$ cat src/rtl/fmap_maxpool_reader.sv
// 2x2 stride-2 signed max pooling over the conv-output feature-map RAM, streamed out on valid/ready.
// Optional build macro POOL_RELU_EN clamps negative pooled words to zero.
module fmap_maxpool_reader #(
  parameter int CH = 64,
  parameter int H  = 28,
  parameter int W  = 28,
  parameter int DW = 32,
  parameter int AW = 16
) (
  input  logic          clk,
  input  logic          reset_R,
  input  logic          start,
  output logic          busy,
  output logic          done,
  output logic          rd_en,
  output logic [AW-1:0] rd_addr_a,
  output logic [AW-1:0] rd_addr_b,
  input  logic [DW-1:0] rd_data_a,
  input  logic [DW-1:0] rd_data_b,
  output logic          out_valid,
  input  logic          out_ready,
  output logic [DW-1:0] out_data,
  output logic [7:0]    out_ch,
  output logic [7:0]    out_row,
  output logic [7:0]    out_col
);

  if ((H % 2) != 0 || (W % 2) != 0) begin : g_chk_even
    $error("fmap_maxpool_reader: H and W must be even");
  end
  if (longint'(CH) * longint'(H) * longint'(W) > (longint'(1) << AW)) begin : g_chk_addr
    $error("fmap_maxpool_reader: CH*H*W exceeds the AW-bit address space");
  end
  if (CH > 256 || H > 512 || W > 512) begin : g_chk_idx
    $error("fmap_maxpool_reader: indices do not fit the 8-bit index outputs");
  end

  typedef enum logic [2:0] {S_IDLE, S_RD_TOP, S_RD_BOT, S_CAP, S_OUT, S_DONE} state_t;

  localparam logic [7:0]    CH_LAST = 8'(CH - 1);
  localparam logic [7:0]    PR_LAST = 8'(H / 2 - 1);
  localparam logic [7:0]    PC_LAST = 8'(W / 2 - 1);
  localparam logic [AW-1:0] PLANE   = AW'(H * W);
  localparam logic [AW-1:0] ROW     = AW'(W);

  state_t        state_q, state_d;
  logic [7:0]    ch_q, ch_d, pr_q, pr_d, pc_q, pc_d;
  logic [DW-1:0] top_q, top_d, data_q, data_d;
  logic [7:0]    och_q, och_d, orow_q, orow_d, ocol_q, ocol_d;
  logic [AW-1:0] base;
  logic [DW-1:0] pooled;

  function automatic logic [DW-1:0] smax(input logic [DW-1:0] a, input logic [DW-1:0] b);
    return ($signed(a) >= $signed(b)) ? a : b;
  endfunction

  // Top-left pixel of the current window: ch*H*W + (2*pr)*W + 2*pc
  assign base = AW'(ch_q) * PLANE + AW'({pr_q, 1'b0}) * ROW + AW'({pc_q, 1'b0});

  always_comb begin
    pooled = smax(top_q, smax(rd_data_a, rd_data_b));
`ifdef POOL_RELU_EN
    if (pooled[DW-1]) pooled = '0;
`endif
  end

  always_comb begin
    state_d   = state_q;
    ch_d      = ch_q;
    pr_d      = pr_q;
    pc_d      = pc_q;
    top_d     = top_q;
    data_d    = data_q;
    och_d     = och_q;
    orow_d    = orow_q;
    ocol_d    = ocol_q;
    busy      = 1'b0;
    done      = 1'b0;
    rd_en     = 1'b0;
    out_valid = 1'b0;
    rd_addr_a = base;
    unique case (state_q)
      S_IDLE: begin
        if (start) state_d = S_RD_TOP;
      end
      S_RD_TOP: begin
        busy    = 1'b1;
        rd_en   = 1'b1;
        state_d = S_RD_BOT;
      end
      S_RD_BOT: begin
        busy      = 1'b1;
        rd_en     = 1'b1;
        rd_addr_a = base + ROW;
        top_d     = smax(rd_data_a, rd_data_b);
        state_d   = S_CAP;
      end
      S_CAP: begin
        busy    = 1'b1;
        data_d  = pooled;
        och_d   = ch_q;
        orow_d  = pr_q;
        ocol_d  = pc_q;
        state_d = S_OUT;
      end
      S_OUT: begin
        busy      = 1'b1;
        out_valid = 1'b1;
        if (out_ready) begin
          if (ch_q == CH_LAST && pr_q == PR_LAST && pc_q == PC_LAST) begin
            state_d = S_DONE;
          end else begin
            state_d = S_RD_TOP;
            if (pc_q == PC_LAST) begin
              pc_d = '0;
              if (pr_q == PR_LAST) begin
                pr_d = '0;
                ch_d = ch_q + 8'd1;
              end else begin
                pr_d = pr_q + 8'd1;
              end
            end else begin
              pc_d = pc_q + 8'd1;
            end
          end
        end
      end
      S_DONE: begin
        // start is deliberately not looked at here
        done    = 1'b1;
        ch_d    = '0;
        pr_d    = '0;
        pc_d    = '0;
        state_d = S_IDLE;
      end
      default: state_d = S_IDLE;
    endcase
  end

  assign rd_addr_b = rd_addr_a + AW'(1);
  assign out_data  = data_q;
  assign out_ch    = och_q;
  assign out_row   = orow_q;
  assign out_col   = ocol_q;

  always_ff @(posedge clk or posedge reset_R) begin
    if (reset_R) begin
      state_q <= S_IDLE;
      ch_q    <= '0;
      pr_q    <= '0;
      pc_q    <= '0;
      top_q   <= '0;
      data_q  <= '0;
      och_q   <= '0;
      orow_q  <= '0;
      ocol_q  <= '0;
    end else begin
      state_q <= state_d;
      ch_q    <= ch_d;
      pr_q    <= pr_d;
      pc_q    <= pc_d;
      top_q   <= top_d;
      data_q  <= data_d;
      och_q   <= och_d;
      orow_q  <= orow_d;
      ocol_q  <= ocol_d;
    end
  end

endmodule
$ cat config.mk
export PLATFORM = sky130hd
export DESIGN_NAME = fmap_maxpool_reader
export DESIGN_NICKNAME = d
export VERILOG_FILES = /design/src/rtl/fmap_maxpool_reader.sv
export SDC_FILE = /design/constraint.sdc
export NUM_CORES = 1
export LEC_CHECK = 0
export BUFFER_PORTS_ARGS = -buffer_cell sky130_fd_sc_hd__buf_2
export CAP_MARGIN = 15
export CORE_MARGIN = 3
export CORE_UTILIZATION = 40
export CTS_BUF_LIST = sky130_fd_sc_hd__clkbuf_8
export CTS_CLUSTER_SIZE = 20
export DETAILED_ROUTE_END_ITERATION = 10
export GPL_TIMING_DRIVEN = 0
export SYNTH_ARGS = -nofsm -noshare
export SYNTH_HDL_FRONTEND = slang
export SYNTH_SLANG_ARGS = --single-unit
$ cat constraint.sdc
create_clock -name clk -period 5.6 [get_ports clk]
set_clock_uncertainty 0.1 [all_clocks]
set_input_delay 1.68 -clock clk [delete_from_list [all_inputs] [get_ports clk]]
set_output_delay 1.68 -clock clk [all_outputs]
set_load 0.02 [all_outputs]
==> Word level (Yosys, flattened, before mapping) <==
Index checks and enable logic that the tools add are counted.
{ "totals": {"regBits": 115, "word_cells": 68} }
{ "classes": {"mux": 25, "reduce_logical": 10, "add_sub_neg": 7, "n_eq_ne": 13, "n_mul": 2, "order_cmp": 2} }
{ "op_table": {"columns": ["operator", "count"], "rows": [
  ["8-bit two-way mux", 11],
  ["32-bit greater-or-equal comparator", 2],
  ["32-bit two-way mux", 2],
  ["8-bit one-hot mux with 2 select lines", 3],
  ["8-bit by 1-bit adder with 8-bit output, second input constant", 3],
  ["16-bit by 1-bit adder with 16-bit output, second input constant", 1],
  ["16-bit by 14-bit adder with 16-bit output", 1],
  ["16-bit by 5-bit adder with 16-bit output, second input constant", 1],
  ["16-bit by 9-bit adder with 16-bit output", 1],
  ["8-bit by 4-bit equality test with 1-bit output, second input constant", 2],
  ["16-bit two-way mux", 1],
  ["3-bit one-hot mux with 5 select lines", 1],
  ["8-bit by 6-bit multiplier with 12-bit output, second input constant", 1],
  ["8-bit by 3-bit multiplier with 11-bit output, second input constant", 1],
  ["2-bit inequality test, second input constant", 5],
  ["3-bit two-way mux", 3],
  ["8-bit by 6-bit equality test with 1-bit output, second input constant", 1],
  ["3-bit by 2-bit equality test with 1-bit output, second input constant", 2],
  ["3-bit equality test, second input constant", 2],
  ["5-bit AND reduction", 1],
  ["1-bit two-way mux", 4],
  ["4-bit AND reduction", 1],
  ["4-bit OR reduction", 1],
  ["3-bit by 1-bit equality test with 1-bit output, second input constant", 1],
  ["other kinds (6)", 7]
]} }

==> Longest topological paths before layout <==
Gate-level depths: netlist of the first run.
{ "depth": {"ltp_word": 6, "depth_mapped": 19, "ltp_nobuf": 18} }

==> Worst setup path after synthesis of the first run <==
OpenSTA, ideal clock, no wires.
{ "synth_path": {"kind": "register to output", "start": "register pr_q[0]", "end": "output rd_addr_b[14]", "path_slack_ns": -0.850, "n_path_buf": 1, "required_time_ns": 3.820, "stages_incl_launch_ff": 19, "arrival_time_ns": 4.670, "path_cell_list": "dfrtp_1 > fa_1 > ha_1 > fa_1 > a21o_1 > a21oi_1 > o21bai_1 > a21oi_1 > xnor2_1 > ha_1 > ha_1 > or3_1 > a221oi_1 > nor2_1 > xnor2_1 > inv_1 > nor4_1 > xor2_1 > buf_4"} }
{ "synth_between": {"elab_chain_len": 6} }
{ "synth_lines": {"columns": ["element", "line_no", "rtl"], "rows": [
  ["start, declared", "47", "logic [7:0] ch_q, ch_d, pr_q, pr_d, pc_q, pc_d;"],
  ["start signal, assigned", "160", "pr_q <= pr_d;"],
  ["8-bit by 3-bit multiplier with 11-bit output *", "58", "assign base = AW'(ch_q) * PLANE + AW'({pr_q, 1'b0}) * ROW + AW'({pc_q, 1'b0});"],
  ["16-bit by 14-bit adder with 16-bit output *", "58", null],
  ["16-bit by 9-bit adder with 16-bit output *", "58", null],
  ["16-bit by 5-bit adder with 16-bit output", "94", "rd_addr_a = base + ROW;"],
  ["16-bit two-way mux *", "82", "unique case (state_q)"],
  ["net rd_addr_a[14]", "16", "output logic [AW-1:0] rd_addr_a,"],
  ["16-bit by 1-bit adder with 16-bit output *", "140", "assign rd_addr_b = rd_addr_a + AW'(1);"],
  ["end, declared", "17", "output logic [AW-1:0] rd_addr_b,"]
]} }
Mark *: on every way through the listed nets, which the timed path passes. The rest lies on a longest branch.

==> Worst setup path after layout of the first run <==
{ "layout_path": {"start": "register ch_q[1]", "end": "output rd_addr_a[14]"} }
{ "layout_between": {"elab_chain_len": 5} }
{ "layout_lines": {"columns": ["element", "line_no", "rtl"], "rows": [
  ["start, declared", "47", null],
  ["start signal, assigned", "159", "ch_q <= ch_d;"],
  ["8-bit by 6-bit multiplier with 12-bit output *", "58", null],
  ["16-bit by 14-bit adder with 16-bit output *", "58", null],
  ["16-bit by 9-bit adder with 16-bit output *", "58", null],
  ["16-bit by 5-bit adder with 16-bit output", "94", null],
  ["16-bit two-way mux *", "82", null],
  ["end, declared", "16", null]
]} }
Every way passes the cells marked *; elsewhere a longest branch is shown, timed or not.

==> results of run 1 <==
==> path summary, 6_finish.rpt <==
kind                                               end  slack, ps
worst max-delay path                     rd_addr_a[14]      -1060
worst min-delay path             out_ch[6]$_DFFE_PP0P_        380
worst max register to register     ch_q[0]$_DFFE_PP0P_       2560
worst min register to register   out_ch[6]$_DFFE_PP0P_        380
max in group asynchronous          pr_q[2]$_DFFE_PP0P_       3520
min in group asynchronous       state_q[1]$_DFFE_PP0P_       1180
==> per-stage QoR <==
step	setup TNS, ps	cells
after floorplan	-2640	1197
after detailed placement	-46390	1685
after CTS	-9930	1751
after global routing	-17490	1807
after global placement	-130550	1684
final	-12020	1807
==> synthesized netlist by cell type (4+ instances only) <==
library cell / number / area, um2
sky130_fd_sc_hd__ha_1: 125 / 1560
sky130_fd_sc_hd__dfrtp_1: 115 / 2880
sky130_fd_sc_hd__nand2_1: 96 / 360
sky130_fd_sc_hd__inv_1: 93 / 349
sky130_fd_sc_hd__nor2_1: 93 / 349
sky130_fd_sc_hd__a21oi_1: 72 / 360
sky130_fd_sc_hd__clkbuf_1: 59 / 221
sky130_fd_sc_hd__nand4_1: 58 / 363
sky130_fd_sc_hd__nand3_1: 48 / 240
sky130_fd_sc_hd__xnor2_1: 39 / 342
sky130_fd_sc_hd__and2_1: 37 / 231
sky130_fd_sc_hd__o21ai_0: 35 / 175
sky130_fd_sc_hd__a221oi_2: 33 / 495
sky130_fd_sc_hd__o211ai_1: 33 / 248
sky130_fd_sc_hd__o22ai_1: 32 / 200
sky130_fd_sc_hd__nand4b_1: 31 / 272
sky130_fd_sc_hd__o311ai_1: 26 / 228
sky130_fd_sc_hd__buf_4: 19 / 143
sky130_fd_sc_hd__fa_1: 17 / 340
sky130_fd_sc_hd__a21o_1: 16 / 120
sky130_fd_sc_hd__buf_2: 12 / 60.1
sky130_fd_sc_hd__xor2_1: 12 / 105
sky130_fd_sc_hd__and3_1: 7 / 43.8
sky130_fd_sc_hd__o311ai_0: 7 / 61.3
sky130_fd_sc_hd__o31ai_1: 7 / 52.6
sky130_fd_sc_hd__nand2b_1: 5 / 31.3
sky130_fd_sc_hd__nor2b_1: 5 / 31.3
sky130_fd_sc_hd__o21bai_1: 4 / 30.0
sky130_fd_sc_hd__or3_1: 4 / 25.0
==> worst max-delay path, stage by stage (launching register included) <==
cell                       delay, ps
sky130_fd_sc_hd__dfrtp_1         410
sky130_fd_sc_hd__ha_1            290
sky130_fd_sc_hd__inv_1            50
sky130_fd_sc_hd__fa_1            520
sky130_fd_sc_hd__inv_2            50
sky130_fd_sc_hd__ha_4            270
sky130_fd_sc_hd__ha_4            130
sky130_fd_sc_hd__inv_2            30
sky130_fd_sc_hd__fa_2            530
sky130_fd_sc_hd__inv_2            60
sky130_fd_sc_hd__ha_4            240
sky130_fd_sc_hd__ha_4            150
sky130_fd_sc_hd__or3_4           330
sky130_fd_sc_hd__a221oi_4        230
sky130_fd_sc_hd__nor2_2           80
sky130_fd_sc_hd__xnor2_2         230
sky130_fd_sc_hd__inv_2            90
sky130_fd_sc_hd__nor4_4          340
sky130_fd_sc_hd__xor2_2          170
sky130_fd_sc_hd__buf_4           130
sky130_fd_sc_hd__buf_6           100
==> state kept, by name (all words and copies together), names as in the netlist, 8 cells and up <==
name	count
top_q	32
pr_q	8
pc_q	8
ch_q	8
out_data	32
out_col	8
out_ch	8
out_row	8
==> cell type report <==
class | count | area share
Tap cell | 330 | 0.0285
Sequential cell | 115 | 0.199
Inverter | 93 | 0.0249
Multi-Input combinational cell | 894 | 0.554
Timing Repair Buffer | 252 | 0.124
Clock buffer | 22 | 0.0209
Buffer | 95 | 0.0447
Clock inverter | 6 | 0.00388
==> per-layer routing <==
layer | up-vias | share of wire | wire (um)
li1 | 4905 | - | -
met1 | 5058 | 0.43 | 15000
met2 | 405 | 0.48 | 16600
met3 | 59 | 0.063 | 2200
met4 | 0 | 0.025 | 863
met5 | - | 0 | 0
==> kinds of logic (layout without fill, tap and decap cells) <==
group | count (synthesis) | after routing | synth area share
buffers and inverters | 188 | 468 | 0.0781
AND/OR/NAND/NOR | 409 | 409 | 0.207
flip-flops | 115 | 115 | 0.276
AO/OA/AOI/OAI | 289 | 289 | 0.212
multiplexers | 1 | 1 | 0.000960
other | 2 | 2 | 0.000720
XOR/XNOR | 51 | 51 | 0.0428
adder cells (fa/ha/maj) | 142 | 142 | 0.183
==> timing repair <==
action	4_1_cts	5_1_grt
setup buffers	38	54
setup endpoints to repair	52	51
hold endpoints to repair	0	0
resized for setup	145	209
cloned	0	4
pin swaps	60	113
==> Implementation_results.wiki, run 1 <==
{| class="wikitable"
! Metric !! Value
|-
| GR Overflow Total || 0
|-
| Worst slack at placement || -1280 ps
|-
| Residual DRC count || 0
|-
| Number of distinct library cells after synthesis || 66
|-
| Largest net degree at the start of global routing || 69
|-
| Overall die height || between 150 and 200 um
|-
| Met3 Usage GRT || 0.0375
|-
| Final antenna diode count || 0
|-
| Final-report setup violation count || 29
|-
| Predominant post-synthesis flop cell || sky130_fd_sc_hd__dfrtp_1
|-
| Overall via count from detail_route || 10400
|-
| Area used by multi-input combinational logic || between 8000 and 9000 um2
|-
| Sort of element at the start of the critical path || register
|-
| Max cap viols || 0
|-
| CP Max Fanout || 3
|-
| Post-Syn Instances || 1197
|-
| Worst relative slew slack || 0.505
|-
| Layer with the highest usage after global routing || met2
|-
| Maximum operating frequency || 0.150 GHz
|-
| Mean instance size in the synthesized netlist || 8.72 um2
|-
| Filler cell count || 2218
|-
| Sequential cell area || 2880 um2
|-
| Effective utilization at floorplan || 0.411
|-
| CTS root buffer || sky130_fd_sc_hd__clkbuf_8
|-
| Outcome || finished with violations
|-
| RSZ-0062 raised after global routing || yes
|-
| Commonest non-fill, non-tap cell in the layout || sky130_fd_sc_hd__buf_2
|-
| Met2 usage || 0.373
|-
| Layout Nets || 1678
|-
| Signal arrival time at the worst endpoint || slightly below 5000 ps
|-
| Hold violation total from the final report || 0
|-
| CTS tree || built
|-
| Worst slack on hold paths || 380 ps
|-
| Fin area || 14500 um2
|-
| GRT met1 Usage || 0.318
|-
| Post-synthesis instance area || 10400 um2
|-
| Later-pin clock latency in the skew report || roughly 430 ps
|-
| Cell row count || 58
|-
| Synth Register Bits || 115
|-
| Die Footprint || 28100 um2
|-
| Area of the placeable core || between 20000 and 30000 um2
|-
| Number of DRC markers in iteration 0 || between 800 and 900
|-
| Number of input and output port buffers inserted || approximately 160
|-
| Proportion of synthesized chip area in sequential cells || 0.276
|-
| Critical path type || register to output pin
|-
| Hold_sp || out_ch[6]$_DFFE_PP0P_
|-
| First element of the critical path || ch_q[1]$_DFFE_PP0P_
|-
| Wire length of the first global-routing pass || 52.3 mm
|-
| Instance count along the most critical hold path || 2
|-
| Fin crit period || 6660 ps
|-
| Number of max-slew violations in the final report || 0
|-
| Vias per std cell || 5.77
|-
| Share of flip-flops with an asynchronous set or reset after synthesis || 1.00
|-
| Antenna violations before repair || 0
|-
| Type of the worst min-delay path || register to register
|-
| Depth of the most critical reg-to-reg path || 9
|-
| Maximum level of the CTS H-tree || 4
|-
| Number of antenna-violating nets in the routed design || 0
|-
| Routability-driven placement congestion ratio || 0.879
|-
| CTS hold repair buffers || 0
|-
| Portion of the clock cycle consumed by the worst path in the final layout || 1.19
|-
| Area overhead of the layout relative to synthesis || 39.1%
|-
| Number of sinks driven by the clock tree || 115
|-
| Share of the core filled with cells || 0.571
|-
| Clk pin slew, worst setup/hold paths || roughly 70 ps
|-
| Data required time at the worst endpoint || 3820 ps
|-
| Mean routed wirelength per cell || 19.2 um
|-
| Reg-to-reg startpoint || pr_q[0]$_DFFE_PP0P_
|-
| GRT Overall Usage || 0.228
|-
| Tightest Pin Transition || ~740 ps
|-
| Total number of yosys warnings || 0
|-
| Number of iterations in the first detailed-routing pass || 5
|-
| Failing checks || setup timing
|-
| Fraction of final layout cells with drive strength greater than 1 || 0.362
|-
| Top Ports || 160
|-
| Cell area reported after detailed placement || 11900 um2
|-
| Worst Setup Slack, final || -1060 ps
|-
| Sum of net half-perimeters after detailed placement || 24.1 mm
|-
| Chip Width || about 170 um
|-
| Critical Path Sink Type || output pin
|-
| TritonCTS buffer count || 17
|-
| Max Root-Sink Buffers || 2
|-
| Total wire length || between 30 and 40 mm
|-
| Total nets after synthesis || 1407
|-
| Highest-count cells in the layout ignoring fill and taps || sky130_fd_sc_hd__buf_2 (136), sky130_fd_sc_hd__dfrtp_1 (111), sky130_fd_sc_hd__buf_4 (103), sky130_fd_sc_hd__ha_1 (94), sky130_fd_sc_hd__nor2_1 (91)
|-
| Number of global-route vias before repair || approximately 10000
|-
| Number of flops mapped to enable cells by yosys || 0
|}
Power of run 1 is left out: the tool's default activity adds up to more than one toggle a clock period on the data nets, which glitch-free logic cannot reach.
==> run 2, diff against run 1 <==
PLACE_DENSITY_LB_ADDON = 0.15   (was default)
==> run 2 against run 1 <==
Net effect:
- the flow still finishes with violations (setup timing)
- sequential share of layout area unchanged
- setup slack got worse by 36 ps
- global-route usage increased by 0.24 points
- cell count decreased by 0.89%
- sequential cell count unchanged
==> Implementation_results.wiki, run 2 (synthesis gave the netlist of run 1 again) <==
{| class="wikitable"
! Metric !! Value
|-
| Number of iterations in the first detailed-routing pass || 5
|-
| Area of the placeable core || between 20000 and 30000 um2
|-
| CP max-delay cell || sky130_fd_sc_hd__fa_1
|-
| Number of sinks driven by the clock tree || 115
|-
| Top Ports || 160
|-
| Effective utilization at floorplan || 0.411
|-
| Largest incremental delay on the critical path || between 400 and 500 ps
|-
| Overall die height || 167 um
|-
| Fin crit period || 6700 ps
|-
| Outcome || finished with violations
|-
| Final-report setup violation count || 19
|-
| CTS root buffer || sky130_fd_sc_hd__clkbuf_8
|-
| Met3 Usage GRT || 0.0354
|-
| CTS tree || built
|-
| Critical path's most frequent cell || sky130_fd_sc_hd__ha_1
|-
| Sequential cell area || between 2000 and 3000 um2
|-
| Filler cell count || between 2000 and 2500
|-
| Signal arrival time at the worst endpoint || just under 5000 ps
|-
| Vias per std cell || 5.69
|-
| CTS hold repair buffers || 0
|-
| Total wire length || 34.0 mm
|-
| Final-layout setup total negative slack || -12290 ps
|-
| Layout Nets || 1659
|-
| TritonCTS buffer count || 17
|-
| Type of the worst min-delay path || register to register
|-
| Portion of the clock cycle consumed by the worst path in the final layout || 1.20
|-
| Final antenna diode count || 0
|-
| Commonest non-fill, non-tap cell in the layout || sky130_fd_sc_hd__buf_2
|-
| Fraction of final layout cells with drive strength greater than 1 || 0.355
|-
| Mean routed wirelength per cell || 19.0 um
|-
| Wire length of the first global-routing pass || 52.9 mm
|-
| Met2 usage || 0.392
|-
| Max cap viols || 0
|-
| Tightest Pin Transition || 836 ps
|-
| Worst Setup Slack, final || -1100 ps
|-
| Chip Width || 167 um
|-
| Cell row count || 58
|-
| GR Overflow Total || 0
|-
| Sort of element at the start of the critical path || register
|-
| Number of placed instances, taps included || 1685
|-
| Layer with the highest usage after global routing || met2
|-
| Number of global-route vias before repair || 10000
|-
| Number of max-slew violations in the final report || 0
|-
| Critical Path Sink Type || output pin
|-
| Hold violation total from the final report || 0
|-
| Maximum level of the CTS H-tree || 4
|-
| Area used by multi-input combinational logic || roughly 8000 um2
|-
| Critical path type || register to output pin
|-
| Antenna violations before repair || 0
|-
| Max Root-Sink Buffers || 2
|-
| Largest net degree at the start of global routing || 81
|-
| Maximum operating frequency || 0.149 GHz
|-
| Area overhead of the layout relative to synthesis || 39.1%
|-
| Residual DRC count || 0
|-
| Later-pin clock latency in the skew report || 450 ps
|-
| Data required time at the worst endpoint || 3820 ps
|-
| Number of input and output port buffers inserted || 157
|-
| Number of DRC markers in iteration 0 || 674
|-
| Worst relative slew slack || 0.435
|-
| Worst slack on hold paths || 373 ps
|-
| RSZ-0062 raised after global routing || yes
|-
| Die Footprint || between 20000 and 30000 um2
|-
| Clk pin slew, worst setup/hold paths || approximately 70 ps
|-
| Routability-driven placement congestion ratio || roughly 0.86
|-
| Number of antenna-violating nets in the routed design || 0
|-
| Failing checks || setup timing
|-
| Number of standard cells in the final layout excluding fillers || 1791
|-
| GRT Overall Usage || 0.231
|-
| Sum of net half-perimeters after detailed placement || 24.4 mm
|-
| CP Max Fanout || 3
|-
| Overall via count from detail_route || 10200
|-
| Highest-count cells in the layout ignoring fill and taps || sky130_fd_sc_hd__buf_2 (124), sky130_fd_sc_hd__dfrtp_1 (111), sky130_fd_sc_hd__nand2_1 (92), sky130_fd_sc_hd__ha_1 (92), sky130_fd_sc_hd__buf_4 (91)
|-
| GRT met1 Usage || 0.307
|-
| Chain of cells forming the critical path || ha_1 -> inv_2 -> fa_1 -> inv_1 -> ha_1 -> ha_2 -> inv_2 -> fa_2 -> xnor2_2 -> ha_1 -> ha_1 -> and2_4 -> a311oi_4 -> buf_4 -> xnor2_2 -> nand4_1 -> xnor2_2 -> buf_4 -> buf_6
|}
[run 2: changes by cell type in the layout (fill, tap and decap cells not counted), sizes merged]
| cell | change |
|---|---|
| clkbuf | -6 |
| inv | -1 |
| bufinv | +5 |
| buf | -17 |
| clkinvlp | +3 |
[run 2: final timing paths]
check / from / to / slack [ps] / depth (start not counted)
hold reg to reg: out_col[0]$_DFFE_PP0P_ / out_col[0]$_DFFE_PP0P_ / 370 / 2
setup reg to reg: pr_q[0]$_DFFE_PP0P_ / ch_q[5]$_DFFE_PP0P_ / 2460 / 10
hold / removal: out_col[0]$_DFFE_PP0P_ / out_col[0]$_DFFE_PP0P_ / 370 / 2
max in group asynchronous: reset_R / out_row[5]$_DFFE_PP0P_ / 3560 / 3
setup / recovery: ch_q[1]$_DFFE_PP0P_ / rd_addr_b[15] / -1100 / 19
min in group asynchronous: reset_R / pc_q[2]$_DFFE_PP0P_ / 1110 / 2
[run 2: layer usage]
| layer | share of wire | routed length, um |
|---|---|---|
| met5 | 0 | 0 |
| met4 | 0.018 | 625 |
| met3 | 0.052 | 1760 |
| met2 | 0.49 | 16700 |
| met1 | 0.44 | 14900 |
[run 2: repair_timing]
| action | in CTS | in global routing |
|---|---|---|
| gates cloned | 4 | 1 |
| pin swaps | 67 | 110 |
| gates resized for setup | 174 | 166 |
| buffers inserted | 50 | 26 |
| setup endpoints to repair | 52 | 52 |
[run 2: area by class of cell]
cell class              instances  area share
flip-flops and latches        115       0.199
well taps                     330      0.0285
repair buffers                237       0.122
clock inverters                13      0.0160
clock buffers                  18      0.0171
plain buffers                  91      0.0386
inverters                      93      0.0256
multi-input cells             894       0.553
[run 2: metrics by stage]
| step | setup WS (ps) | instance area (um2) | utilization |
|---|---|---|---|
| floorplan | -506 | 10600 | - |
| global placement | -1300 | 11800 | 0.466 |
| detailed placement | -1380 | 11900 | 0.467 |
| CTS | -1090 | 13600 | 0.537 |
| global route | -1300 | 14500 | 0.571 |
| finish | -1100 | 14500 | 0.571 |
[run 2: critical path: cells and delay by family (launching register included)]
kind,cells,cell delay [ps]
compound gates,1,380
xor+xnor,3,460
fa+ha+maj,7,2260
buf+inv,6,590
flops,1,410
simple gates,2,360
Power of run 2 is left out for the same reason.
